File: src/rtl/led_pwm.sv
// led_pwm: three-channel 8-bit PWM for the board RGB LED, far-bus slave.
// Ports: i_clock, i_reset (sync, active-high); request/ready bus with
//   i_rw, i_address[2:0] (word index), i_wdata, o_rdata, o_ready;
//   o_led[2:0] = {B, G, R} PWM outputs.
module led_pwm #(
    parameter int PRESCALE = 390
) (
    input  logic        i_clock,
    input  logic        i_reset,
    input  logic        i_request,
    input  logic        i_rw,
    input  logic [2:0]  i_address,
    input  logic [31:0] i_wdata,
    output logic [31:0] o_rdata,
    output logic        o_ready,
    output logic [2:0]  o_led
);

    localparam int PW = (PRESCALE > 1) ? $clog2(PRESCALE) : 1;
    localparam logic [PW-1:0] PRE_MAX = PW'(PRESCALE - 1);

    localparam logic [2:0] REG_CONTROL = 3'd0;
    localparam logic [2:0] REG_DUTY_R  = 3'd1;
    localparam logic [2:0] REG_DUTY_G  = 3'd2;
    localparam logic [2:0] REG_DUTY_B  = 3'd3;
    localparam logic [2:0] REG_STATUS  = 3'd4;
    localparam logic [2:0] REG_ACTIVE  = 3'd5;

    logic            enable;
    logic            invert;
    logic [PW-1:0]   pre;
    logic [7:0]      phase;
    logic [2:0][7:0] pending;
    logic [2:0][7:0] active;
    logic [2:0]      flags;

    logic        accept;
    logic        wr;
    logic        ctrl_wr;
    logic        stop;
    logic        halt;
    logic        tick;
    logic        wrap;
    logic [2:0]  duty_sel;
    logic [2:0]  cmp;
    logic [31:0] rd_val;
    logic        unused;

    assign accept  = i_request && !o_ready;
    assign wr      = accept && i_rw;
    assign ctrl_wr = wr && (i_address == REG_CONTROL);

    assign duty_sel[0] = wr && (i_address == REG_DUTY_R);
    assign duty_sel[1] = wr && (i_address == REG_DUTY_G);
    assign duty_sel[2] = wr && (i_address == REG_DUTY_B);

    // ENABLE 1 -> 0: flush every pending value to active.
    assign stop = ctrl_wr && enable && !i_wdata[0];
    // Counters sit at zero while disabled, including the disabling cycle.
    assign halt = !enable || (ctrl_wr && !i_wdata[0]);

    assign tick = enable && (pre == PRE_MAX);
    assign wrap = tick && (phase == 8'hFF);

    assign unused = ^i_wdata[31:8];

    always_ff @(posedge i_clock) begin
        if (i_reset) begin
            enable <= 1'b0;
            invert <= 1'b0;
        end else if (ctrl_wr) begin
            enable <= i_wdata[0];
            invert <= i_wdata[1];
        end
    end

    always_ff @(posedge i_clock) begin
        if (i_reset || halt) begin
            pre   <= '0;
            phase <= '0;
        end else if (tick) begin
            pre   <= '0;
            phase <= phase + 8'd1;
        end else begin
            pre   <= pre + PW'(1);
        end
    end

    // Later assignments override earlier ones: a write in the wrap
    // cycle lands directly in active and leaves its flag clear.
    always_ff @(posedge i_clock) begin
        if (i_reset) begin
            pending <= '0;
            active  <= '0;
            flags   <= '0;
        end else begin
            for (int n = 0; n < 3; n++) begin
                if (wrap && flags[n]) begin
                    active[n] <= pending[n];
                    flags[n]  <= 1'b0;
                end
                if (duty_sel[n]) begin
                    pending[n] <= i_wdata[7:0];
                    if (!enable || wrap) begin
                        active[n] <= i_wdata[7:0];
                        flags[n]  <= 1'b0;
                    end else begin
                        flags[n]  <= 1'b1;
                    end
                end
            end
            if (stop) begin
                active <= pending;
                flags  <= '0;
            end
        end
    end

    always_comb begin
        rd_val = '0;
        case (i_address)
            REG_CONTROL: rd_val = {30'd0, invert, enable};
            REG_DUTY_R:  rd_val = {24'd0, pending[0]};
            REG_DUTY_G:  rd_val = {24'd0, pending[1]};
            REG_DUTY_B:  rd_val = {24'd0, pending[2]};
            REG_STATUS:  rd_val = {16'd0, phase, 5'd0, flags};
            REG_ACTIVE:  rd_val = {8'd0, active[2], active[1], active[0]};
            default:     rd_val = '0;
        endcase
    end

    always_ff @(posedge i_clock) begin
        if (i_reset) begin
            o_ready <= 1'b0;
            o_rdata <= '0;
        end else begin
            o_ready <= accept;
            if (accept) begin
                o_rdata <= i_rw ? 32'd0 : rd_val;
            end
        end
    end

    always_comb begin
        cmp = '0;
        for (int n = 0; n < 3; n++) begin
            cmp[n] = phase < active[n];
        end
    end

    always_ff @(posedge i_clock) begin
        if (i_reset) begin
            o_led <= 3'b000;
        end else if (enable) begin
            o_led <= cmp ^ {3{invert}};
        end else begin
            o_led <= {3{invert}};
        end
    end

endmodule

File: config.mk
export PLATFORM = sky130hd
export DESIGN_NAME = led_pwm
export DESIGN_NICKNAME = d
export VERILOG_FILES = /design/src/rtl/led_pwm.sv
export SDC_FILE = /design/constraint.sdc
export NUM_CORES = 1
export LEC_CHECK = 0
export CORE_MARGIN = 1
export CORE_UTILIZATION = 40
export CTS_BUF_LIST = sky130_fd_sc_hd__clkbuf_16
export CTS_CLUSTER_DIAMETER = 100
export DETAILED_ROUTE_END_ITERATION = 8
export PLACE_DENSITY = 0.66
export SKIP_CTS_REPAIR_TIMING = 1
export SYNTH_ARGS = -nofsm -noshare
export SYNTH_HDL_FRONTEND = slang
export SYNTH_SLANG_ARGS = --single-unit
File: constraint.sdc
create_clock -name i_clock -period 2.81 [get_ports i_clock]
set_input_delay 0.562 -clock i_clock [delete_from_list [all_inputs] [get_ports i_clock]]
set_output_delay 0.562 -clock i_clock [all_outputs]
set_load 0.03 [all_outputs]
==> impl_metrics.tcl <==
set metrics [dict create \
    outcome "completed" \
    cts_root_buf "clkbuf_16" \
    grt_max_degree 34 \
    cts_buffers 9 \
    drt_iter0_drc 297 \
    drv_slew 0 \
    drt_pass1_iterations 7 \
    vdd_ir_drop_max_mv 0.363 \
    finalSetupViolations 0 \
    hold_viol_final 0 \
    regArea_mm2 0.00196 \
    start_util_pct 41.4 \
    min_period_over_period_pct 89.1 \
    io_pins 75 \
    path_class "reg2reg" \
    hp-class "reg2reg" \
    tns_ns 0 \
    ys_types 56 \
    end_kind "flop" \
    clockBufferDepth 2 \
    grt_antenna_before_repair 0 \
    cp_data_required_time_ns 3.06 \
    synth_edf_count 0 \
    p_leak_nw 2.05 \
    hpwl_um 10100 \
    core_mm2 0.0122 \
    clock_skew_ns 0.00659 \
    cts_sinks 98 \
    max_cap_viol_count 0 \
    grt_setup_unrepaired "no" \
    holdWs_ns 0.463 \
    synthFlopType "dfxtp_1" \
    crit_arrival_ns 2.76 \
    numPortBuffers 42 \
    fp.dieH_um 114 \
    drive_gt1_share_pct 10.4 \
    fin_area_mm2 0.00596 \
    drt-vias-per-instance 5.52 \
    core.rowCount 40 \
    place_area_mm2 0.00568 \
    yosysWarnings 0 \
    drt_wl_total_um 13600 \
    max_freq_mhz 399 \
    multi_input_area_mm2 0.00276 \
    synthCells 584 \
    async_reset_ff_share_pct 0 \
    synth_top_area_cell "dfxtp_1" \
    grt.overflow.total 0 \
    routedWlPerCell_um 17.0 \
    grt_usage_pct 21.8 \
    avgSynthCellArea_um2 8.62 \
    drc_errors 0 \
    yosysTopAreaCellShare_pct 39.0 \
    critPathMaxFanout 9 \
    die_x_um 114 \
    synth.area.top_cells "dfxtp_1, ha_1, nand2_1" \
    max_slew_margin_pct 55.7 \
    gp_congestion 0.864 \
    grt_pass1_vias 4237 \
    via_count 4412 \
    die_area_mm2 0.0130 \
    area_growth_pct 18.4 \
    fill_cells 1159 \
    netlist_area_mm2 0.00503 \
    finalWorstSetupSlack_ns 0.307 \
    yosysSeqAreaShare_pct 39.0 \
    antenna-diode-count 0 \
    path_clk_slew_ns 0.07 \
    dpl_worst_slack_ns 0.215 \
    cts_tree "yes" \
    tightest_slew_ns 0.664 \
    period_minus_slack_ns 2.50 \
    grt_pass1_wl_um 21900 \
    clk-insertion-delay-late_ns 0.35 \
    ys_seq_elements 98 \
    ant_nets 0 \
    p_per_area_mw_per_mm2 475 \
    cp-start-kind "flop" \
    layout.nets 691 \
    htreeDepth 3 \
]
synthesized netlist by cell type, types with 2 or more instances:
master,number
o221ai_1,3
or2_2,2
buf_4,10
a22oi_1,26
nand4_1,12
clkbuf_1,21
nor3b_1,10
or4_4,2
nor2_1,50
a21o_1,2
and3_1,5
nand2b_1,9
dfxtp_1,98
o221a_2,7
mux2_2,9
o221a_1,7
nand3_4,2
nand4b_1,2
a21oi_1,45
nand3_1,17
xnor2_1,3
mux2i_1,16
nor3_1,2
ha_1,24
buf_2,2
buf_6,2
xor2_1,10
o2bb2ai_1,8
a211oi_1,6
or3_1,5
a211o_1,9
nand2_1,61
buf_1,4
nor2b_1,3
o21ai_1,9
and2_1,7
o21ai_0,18
inv_1,38
kinds of logic (layout without fill, tap and decap cells):
logic type	Yosys count	after routing	share of synthesized area [%]
simple gates	195	195	19.7
compound gates	151	151	21.0
flops	98	98	39.0
buf+inv	77	118	6.84
mux	25	25	5.20
fa+ha+maj	24	24	5.97
xor+xnor	13	13	2.26
other cells	1	8	0.0745
final timing paths:
check | start | to | slack (ns) | depth (start not counted)
setup / recovery | pre[0] | active[6] | 0.31 | 6
hold / removal | o_rdata[3] | o_rdata[3] | 0.46 | 2
setup reg to reg | pre[0] | active[6] | 0.31 | 6
hold reg to reg | o_rdata[3] | o_rdata[3] | 0.46 | 2
power by group:
part | leakage (nW) | switching (mW) | internal [mW]
registers | 0.790 | 0.0123 | 1.40
clock network | 0.142 | 0.526 | 0.680
logic | 1.12 | 0.135 | 0.0775
sequential cells by signal (all words and copies together), names as in the netlist:
register and count:
enable 1, o_rdata 24, o_ready 1, pending 24
phase 8, active 24, pre 9, o_led 3
invert 1, flags 3
routing by layer:
| metal | routed length [um] | part of all wire (%) | track usage (%) | vias to the layer above |
|---|---|---|---|---|
| li1 | - | - | - | 2152 |
| met1 | 6180 | 46 | 29.2 | 2090 |
| met2 | 6370 | 47 | 35.5 | 149 |
| met3 | 672 | 5.0 | 3.49 | 21 |
| met4 | 343 | 2.5 | 7.71 | 0 |
| met5 | 0 | 0 | 0 | - |
worst max-delay path: stages (launching register included):
cell and delay, ns:
dfxtp_1 0.44, ha_1 0.19, or4b_4 0.49, or4_4 0.50, a21o_1 0.35, mux2i_1 0.17
a211oi_1 0.27
layout by cell type, fill, tap and decap left out, drive strengths merged, types with 2 or more instances in the layout:
cell | synthesis | layout
o221a | 14 | 14
a21o | 2 | 2
clkinv | 0 | 3
a211o | 9 | 9
o2bb2ai | 8 | 8
clkdlybuf4s50 | 0 | 41
mux2i | 16 | 16
and3 | 5 | 5
conb | 1 | 8
xor2 | 10 | 10
a211oi | 6 | 6
a21oi | 46 | 46
inv | 38 | 39
or3 | 5 | 5
ha | 24 | 24
mux2 | 9 | 9
or2 | 2 | 2
a22oi | 26 | 26
or4 | 2 | 2
nor2b | 3 | 3
nand2b | 9 | 9
and2 | 7 | 7
xnor2 | 3 | 3
nor3 | 3 | 3
nand4 | 12 | 12
o221ai | 3 | 3
nand2 | 61 | 61
dfxtp | 98 | 98
buf | 18 | 24
nand3 | 19 | 19
nor3b | 10 | 10
clkbuf | 21 | 9
nand4b | 2 | 2
nor2 | 50 | 50
o21ai | 27 | 27
cell type report:
class,count,area share (%)
repair buffers,65,10.1
clock inverters,6,1.01
multi-input cells,416,46.3
flip-flops and latches,98,32.9
clock buffers,9,3.78
well taps,168,3.53
inverters,38,2.39
metrics by stage:
| stage | instances | utilization [%] | total power, mW |
|---|---|---|---|
| floorplan | 591 | - | 1.58 |
| global placement | 785 | 46.7 | 1.65 |
| detailed placement | 785 | 46.7 | 1.66 |
| CTS | 800 | 49.0 | 2.85 |
| global route | 800 | 49.0 | 2.92 |
| finish | 800 | 49.0 | 2.83 |
No activity file was read; power rests on OpenSTA's default activity.
